==> config.mk <==
export PLATFORM = sky130hd
export DESIGN_NAME = muldiv_hilo_unit
export DESIGN_NICKNAME = d
export VERILOG_FILES = /design/src/rtl/muldiv_hilo_unit.sv
export SDC_FILE = /design/constraint.sdc
export NUM_CORES = 1
export LEC_CHECK = 0
export ABC_AREA = 1
export CORE_UTILIZATION = 25
export DETAILED_ROUTE_END_ITERATION = 8
export PLACE_DENSITY = 0.42
export SYNTH_ARGS = -nofsm -noshare
export SYNTH_HDL_FRONTEND = slang
export SYNTH_SLANG_ARGS = --single-unit
==> constraint.sdc <==
create_clock -name Clk -period 5.73 [get_ports Clk]
set_input_delay 1.146 -clock Clk [delete_from_list [all_inputs] [get_ports Clk]]
set_output_delay 1.146 -clock Clk [all_outputs]
set_load 0.1 [all_outputs]
==> src/rtl/muldiv_hilo_unit.sv <==
// muldiv_hilo_unit
//   Iterative multiply/divide unit owning the architectural HI/LO pair.
//   MULT/MULTU/MADD/MADDU/MSUB/MSUBU use radix-2 shift-add over WIDTH cycles.
//   DIV/DIVU use restoring division over WIDTH cycles.
//   MTHI/MTLO write in a single cycle.
//   Optional feature macro: MULDIV_DIV_EN. When it is undefined, the divider
//   is absent and ops 6/7 are treated as no-ops.
// Ports:
//   Clk, Reset_n - rising-edge clock, asynchronous active-low reset
//   Start, Op    - request strobe (sampled in IDLE only) and opcode
//   A, B         - rs / rt operands
//   Flush        - abort any in-flight or requested operation
//   Busy         - iterative operation in progress
//   Done         - one-cycle pulse when HI/LO has been written
//   Hi, Lo       - architectural HI / LO
module muldiv_hilo_unit #(
  parameter int unsigned WIDTH = 32
) (
  input  logic             Clk,
  input  logic             Reset_n,
  input  logic             Start,
  input  logic [3:0]       Op,
  input  logic [WIDTH-1:0] A,
  input  logic [WIDTH-1:0] B,
  input  logic             Flush,
  output logic             Busy,
  output logic             Done,
  output logic [WIDTH-1:0] Hi,
  output logic [WIDTH-1:0] Lo
);

  localparam int unsigned CW = $clog2(WIDTH);

  typedef enum logic [1:0] {
    S_IDLE,
    S_MUL
`ifdef MULDIV_DIV_EN
    , S_DIV
`endif
  } state_t;

  state_t             state_q, state_d;
  logic [CW-1:0]      cnt_q, cnt_d;
  logic [2*WIDTH-1:0] acc_q, acc_d;   // mul: {partial, multiplier}; div: {remainder, quotient}
  logic [WIDTH-1:0]   opb_q, opb_d;   // multiplicand or divisor magnitude
  logic               neg_q, neg_d;   // negate product / quotient at writeback
  logic               madd_q, madd_d;
  logic               msub_q, msub_d;
  logic [WIDTH-1:0]   hi_q, hi_d;
  logic [WIDTH-1:0]   lo_q, lo_d;
  logic               done_q, done_d;
`ifdef MULDIV_DIV_EN
  logic               rneg_q, rneg_d; // remainder takes the dividend's sign
`endif

  logic               op_signed;
  logic [WIDTH-1:0]   a_mag, b_mag;
  logic [WIDTH:0]     mul_sum;
  logic [2*WIDTH-1:0] mul_next, mul_prod, mul_res, hilo;
`ifdef MULDIV_DIV_EN
  logic [WIDTH:0]     div_trial, div_diff;
  logic [2*WIDTH-1:0] div_next;
  logic [WIDTH-1:0]   div_quo, div_rem;
`endif

  always_ff @(posedge Clk or negedge Reset_n) begin
    if (!Reset_n) begin
      state_q <= S_IDLE;
      cnt_q   <= '0;
      acc_q   <= '0;
      opb_q   <= '0;
      neg_q   <= 1'b0;
      madd_q  <= 1'b0;
      msub_q  <= 1'b0;
      hi_q    <= '0;
      lo_q    <= '0;
      done_q  <= 1'b0;
`ifdef MULDIV_DIV_EN
      rneg_q  <= 1'b0;
`endif
    end else begin
      state_q <= state_d;
      cnt_q   <= cnt_d;
      acc_q   <= acc_d;
      opb_q   <= opb_d;
      neg_q   <= neg_d;
      madd_q  <= madd_d;
      msub_q  <= msub_d;
      hi_q    <= hi_d;
      lo_q    <= lo_d;
      done_q  <= done_d;
`ifdef MULDIV_DIV_EN
      rneg_q  <= rneg_d;
`endif
    end
  end

  // Datapath: one shift-add / restoring step per cycle, plus final sign fixup.
  always_comb begin
    op_signed = ~Op[0];
    a_mag     = (op_signed && A[WIDTH-1]) ? -A : A;
    b_mag     = (op_signed && B[WIDTH-1]) ? -B : B;

    mul_sum   = {1'b0, acc_q[2*WIDTH-1:WIDTH]}
              + {1'b0, (acc_q[0] ? opb_q : {WIDTH{1'b0}})};
    mul_next  = {mul_sum, acc_q[WIDTH-1:1]};
    mul_prod  = neg_q ? -mul_next : mul_next;
    hilo      = {hi_q, lo_q};
    if (madd_q)      mul_res = hilo + mul_prod;
    else if (msub_q) mul_res = hilo - mul_prod;
    else             mul_res = mul_prod;

`ifdef MULDIV_DIV_EN
    div_trial = {acc_q[2*WIDTH-1:WIDTH], acc_q[WIDTH-1]};
    div_diff  = div_trial - {1'b0, opb_q};
    div_next  = div_diff[WIDTH] ? {div_trial[WIDTH-1:0], acc_q[WIDTH-2:0], 1'b0}
                                : {div_diff[WIDTH-1:0],  acc_q[WIDTH-2:0], 1'b1};
    div_quo   = neg_q  ? -div_next[WIDTH-1:0]       : div_next[WIDTH-1:0];
    div_rem   = rneg_q ? -div_next[2*WIDTH-1:WIDTH] : div_next[2*WIDTH-1:WIDTH];
`endif
  end

  always_comb begin
    state_d = state_q;
    cnt_d   = cnt_q;
    acc_d   = acc_q;
    opb_d   = opb_q;
    neg_d   = neg_q;
    madd_d  = madd_q;
    msub_d  = msub_q;
    hi_d    = hi_q;
    lo_d    = lo_q;
    done_d  = 1'b0;
`ifdef MULDIV_DIV_EN
    rneg_d  = rneg_q;
`endif

    if (Flush) begin
      state_d = S_IDLE;
      cnt_d   = '0;
    end else begin
      case (state_q)
        S_IDLE: begin
          if (Start) begin
            case (Op)
              4'd0, 4'd1, 4'd2, 4'd3, 4'd4, 4'd5: begin
                state_d = S_MUL;
                cnt_d   = CW'(WIDTH - 1);
                acc_d   = {{WIDTH{1'b0}}, b_mag};
                opb_d   = a_mag;
                neg_d   = op_signed & (A[WIDTH-1] ^ B[WIDTH-1]);
                madd_d  = (Op == 4'd2) || (Op == 4'd3);
                msub_d  = (Op == 4'd4) || (Op == 4'd5);
              end
`ifdef MULDIV_DIV_EN
              4'd6, 4'd7: begin
                state_d = S_DIV;
                cnt_d   = CW'(WIDTH - 1);
                acc_d   = {{WIDTH{1'b0}}, a_mag};
                opb_d   = b_mag;
                // A zero divisor keeps the quotient positive (all ones) and
                // the remainder sign-restores back to A.
                neg_d   = op_signed & (A[WIDTH-1] ^ B[WIDTH-1]) & (|B);
                rneg_d  = op_signed & A[WIDTH-1];
                madd_d  = 1'b0;
                msub_d  = 1'b0;
              end
`endif
              4'd8: begin
                hi_d   = A;
                done_d = 1'b1;
              end
              4'd9: begin
                lo_d   = A;
                done_d = 1'b1;
              end
              default: ;
            endcase
          end
        end
        S_MUL: begin
          acc_d = mul_next;
          cnt_d = cnt_q - CW'(1);
          if (cnt_q == '0) begin
            state_d      = S_IDLE;
            cnt_d        = '0;
            {hi_d, lo_d} = mul_res;
            done_d       = 1'b1;
          end
        end
`ifdef MULDIV_DIV_EN
        S_DIV: begin
          acc_d = div_next;
          cnt_d = cnt_q - CW'(1);
          if (cnt_q == '0) begin
            state_d = S_IDLE;
            cnt_d   = '0;
            hi_d    = div_rem;
            lo_d    = div_quo;
            done_d  = 1'b1;
          end
        end
`endif
        default: state_d = S_IDLE;
      endcase
    end
  end

  assign Busy = (state_q != S_IDLE);
  assign Done = done_q;
  assign Hi   = hi_q;
  assign Lo   = lo_q;

endmodule

==> metrics.md <==
| Metric | Value |
|---|---|
| CTS Hold Bufs | `0` |
| Wire per inst | `21.3 um` |
| Mapped Cells | `3,926` |
| Die Span Y | `305 um` |
| Crit share post-route | `94.2%` |
| Clock latency on the worst-skew pair | `530 ps` |
| Net count reported at finish | `4,310` |
| EDFF count, synth | `0` |
| Antenna violations before repair | `4` |
| Sequential area share after synthesis | `18.6%` |
| Distinct cells, synth | `62` |
| CTS tree | `done` |
| DR vias | `25,900` |
| Slowest stage cell on the critical path | `dfrtp_1` |
| Dpl cell area | `26,100 um2` |
| Routability Congestion | `0.995` |
| Final Max Tran Viols | `0` |
| Crit. End Element | `register` |
| Critical Setup Path Class | `register to register` |
| RSZ-0062 raised after global routing | `yes` |
| Ys flop type | `dfrtp_1` |
| DP Wirelength | `92,300 um` |
| Via/cell ratio | `4.92` |
| CP Max Fanout | `15` |
| Core area | `90,400 um2` |
| CP bufs+invs | `8` |
| Clock transition at path regs | `90 ps` |
| Die width | `305 um` |
| Asr flop ratio synth | `100%` |
| Synth-to-Final Area Change | `18.9%` |
| Final Util | `30.1%` |
| Post-layout min period | `5400 ps` |
| CTS root buf | `clkbuf_16` |
| DR pass1 iterations | `5` |
| Largest net degree at the start of global routing | `82` |
| Port-buffer cells | `137` |
| Ys Warns | `0` |
| Worst min path class | `register to register` |
| Yosys reg bits | `170` |
| Cell Area, Synth | `22,900 um2` |
| Type of origin of the critical path | `register` |
| Setup ws final | `330 ps` |
| 1st-iter DRT viols | `2,060` |
| Total track usage | `23.7%` |
| CTS Buf Count | `17` |
| Vias in the first global route | `24,600` |
| First-pass GRT wire length | `163,000 um` |
| Die ar. | `92,800 um2` |
| WP data required | `6180 ps` |
| Final Skew | `20.2 ps` |
| Maximum clock rate | `185 MHz` |
| Clk buf depth | `2` |
| Placement Setup Slack | `-122 ps` |
| Setup violations, final | `0` |
| Antenna Nets Post-Route | `0` |
| CP peak stage delay | `420 ps` |
| Hold Fails Final Rpt | `0` |
| H-tree level count | `4` |
| IO Count | `138` |
| Syn nets | `4,169` |
| Avg Cell Area, Syn | `5.83 um2` |
| Slew headroom | `21.5%` |
| Slew @ Worst Pin | `1180 ps` |
| GRT overflow | `0` |
| Std-Cell Rows | `110` |
| Fraction of layout cells with a size suffix above 1 | `7.87%` |
| Worst Hold Slack | `486 ps` |
| DRC | `0` |
| CP delay by family, top | `simple AND/OR/NAND/NOR gates` |
| Most frequent CP cell | `nand2_1` |
| Design Area, Final | `27,200 um2` |
| Starting Density | `25.3%` |
| Max-Cap Viols | `0` |
| Number of clock sinks | `170` |
| Arrival time worst endpoint | `5850 ps` |
| Status | `completed` |
| Drt total wl | `112,000 um` |
-- kinds of logic after synthesis --
group                      Yosys count  synth area share, %
and+or+nand+nor                   1720                 31.1
AOI/OAI and AO/OA                  865                 21.4
buffers and inverters              863                 14.2
adders and majority gates          171                 9.44
DFF                                170                 18.6
xor gates and xnor gates           137                 5.31
-- layer usage --
metal  share of wire (%)  GRT usage [%]  wire length (um)
met1                  47           32.7             52300
met2                  45           38.7             50800
met3                 5.2           2.35              5820
met4                 2.6           6.85              2920
met5                   0              0                 0
-- what timing repair did --
| action | CTS | global route |
|---|---|---|
| resized for setup | 2 | 96 |
| setup endpoints to repair | 4 | 15 |
| buffers inserted | 0 | 6 |
| pin swaps | 0 | 8 |
-- cell type report --
cell class / count / area, um2
Fill cell: 10300 / 63200
Tap cell: 1176 / 1470
Clock inverter: 13 / 173
Multi-Input combinational cell: 2893 / 15800
Inverter: 727 / 2730
Clock buffer: 19 / 453
Antenna cell: 2 / 5.00
Sequential cell: 170 / 4260
Timing Repair Buffer: 258 / 2280
-- worst reg2reg max path: cells and delay by family, from the launching register on --
| kind | cells | cell delay [ps] |
|---|---|---|
| adder cells (fa/ha/maj) | 2 | 710 |
| AND/OR/NAND/NOR | 20 | 2200 |
| buffers and inverters | 8 | 1280 |
| AO/OA/AOI/OAI | 5 | 730 |
| flip-flops | 1 | 420 |
-- per-stage QoR --
step | cells | setup TNS (ps)
2_1_floorplan | 3926 | 0
3_3_place_gp | 5218 | -317
3_5_place_dp | 5218 | -175
4_1_cts | 5250 | 0
5_1_grt | 5256 | -131
6_report | 5258 | 0
-- cell usage in the layout, fill, tap and decap left out, types with 23 or more instances in the layout --
master             n
clkdlybuf4s50_1  136
o211ai_1          48
nand3_1          181
o21ai_0          292
inv_1            694
o21ai_1           23
nand2_1          865
inv_2             30
nor2_1           476
nand4_1           38
a21oi_1          322
nor3_1            45
a31oi_1           54
ha_1             152
buf_4            121
o221ai_1          30
dfrtp_1          168
xor2_1           114
-- path summary, 6_finish.rpt --
check	to	slack, ps	cells past startpoint	from
worst max-delay path	Hi[31]	330	35	acc_q[0]
worst min-delay path	cnt_q[4]	490	2	cnt_q[4]
worst max register to register	Hi[31]	330	35	acc_q[0]
worst min register to register	cnt_q[4]	490	2	cnt_q[4]
max in group asynchronous	state_q[0]	3980	2	Reset_n
min in group asynchronous	Lo[16]	680	1	Reset_n
-- flip-flops by register name, summed over array words and instances (netlist names) --
signal and flops:
msub_q 1, opb_q 32, Lo 32, madd_q 1, acc_q 64, Hi 32
Done 1, neg_q 1, state_q 1, cnt_q 5
-- synthesized netlist by cell type (all sizes together) (2+ instances only) --
| cell type | n | area, um2 |
|---|---|---|
| clkinv | 3 | 11.3 |
| o211ai | 49 | 373 |
| nand4 | 38 | 238 |
| a221oi | 7 | 61.3 |
| a21boi | 10 | 75.1 |
| nor3 | 56 | 327 |
| o31ai | 9 | 67.6 |
| dfrtp | 170 | 4250 |
| buf | 18 | 80.1 |
| and3 | 8 | 50.1 |
| xnor2 | 14 | 130 |
| nand3 | 192 | 986 |
| nor3b | 3 | 27.5 |
| a31oi | 54 | 338 |
| a22o | 2 | 17.5 |
| and2 | 2 | 12.5 |
| nor2 | 499 | 1900 |
| a21o | 14 | 105 |
| a21oi | 336 | 1700 |
| xor2 | 123 | 1080 |
| o21bai | 8 | 60.1 |
| o21a | 12 | 90.1 |
| inv | 724 | 2720 |
| a211oi | 4 | 30.0 |
| o221ai | 31 | 272 |
| nand2 | 888 | 3360 |
| clkbuf | 118 | 444 |
| nor4 | 17 | 106 |
| fa | 3 | 60.1 |
| o21ai | 319 | 1620 |
| o311ai | 2 | 17.5 |
| nand3b | 6 | 45.0 |
| or2 | 11 | 68.8 |
| ha | 168 | 2100 |
Power is not shown: default switching activity piles up to over one toggle a cycle in this logic, so the estimate is an artifact.
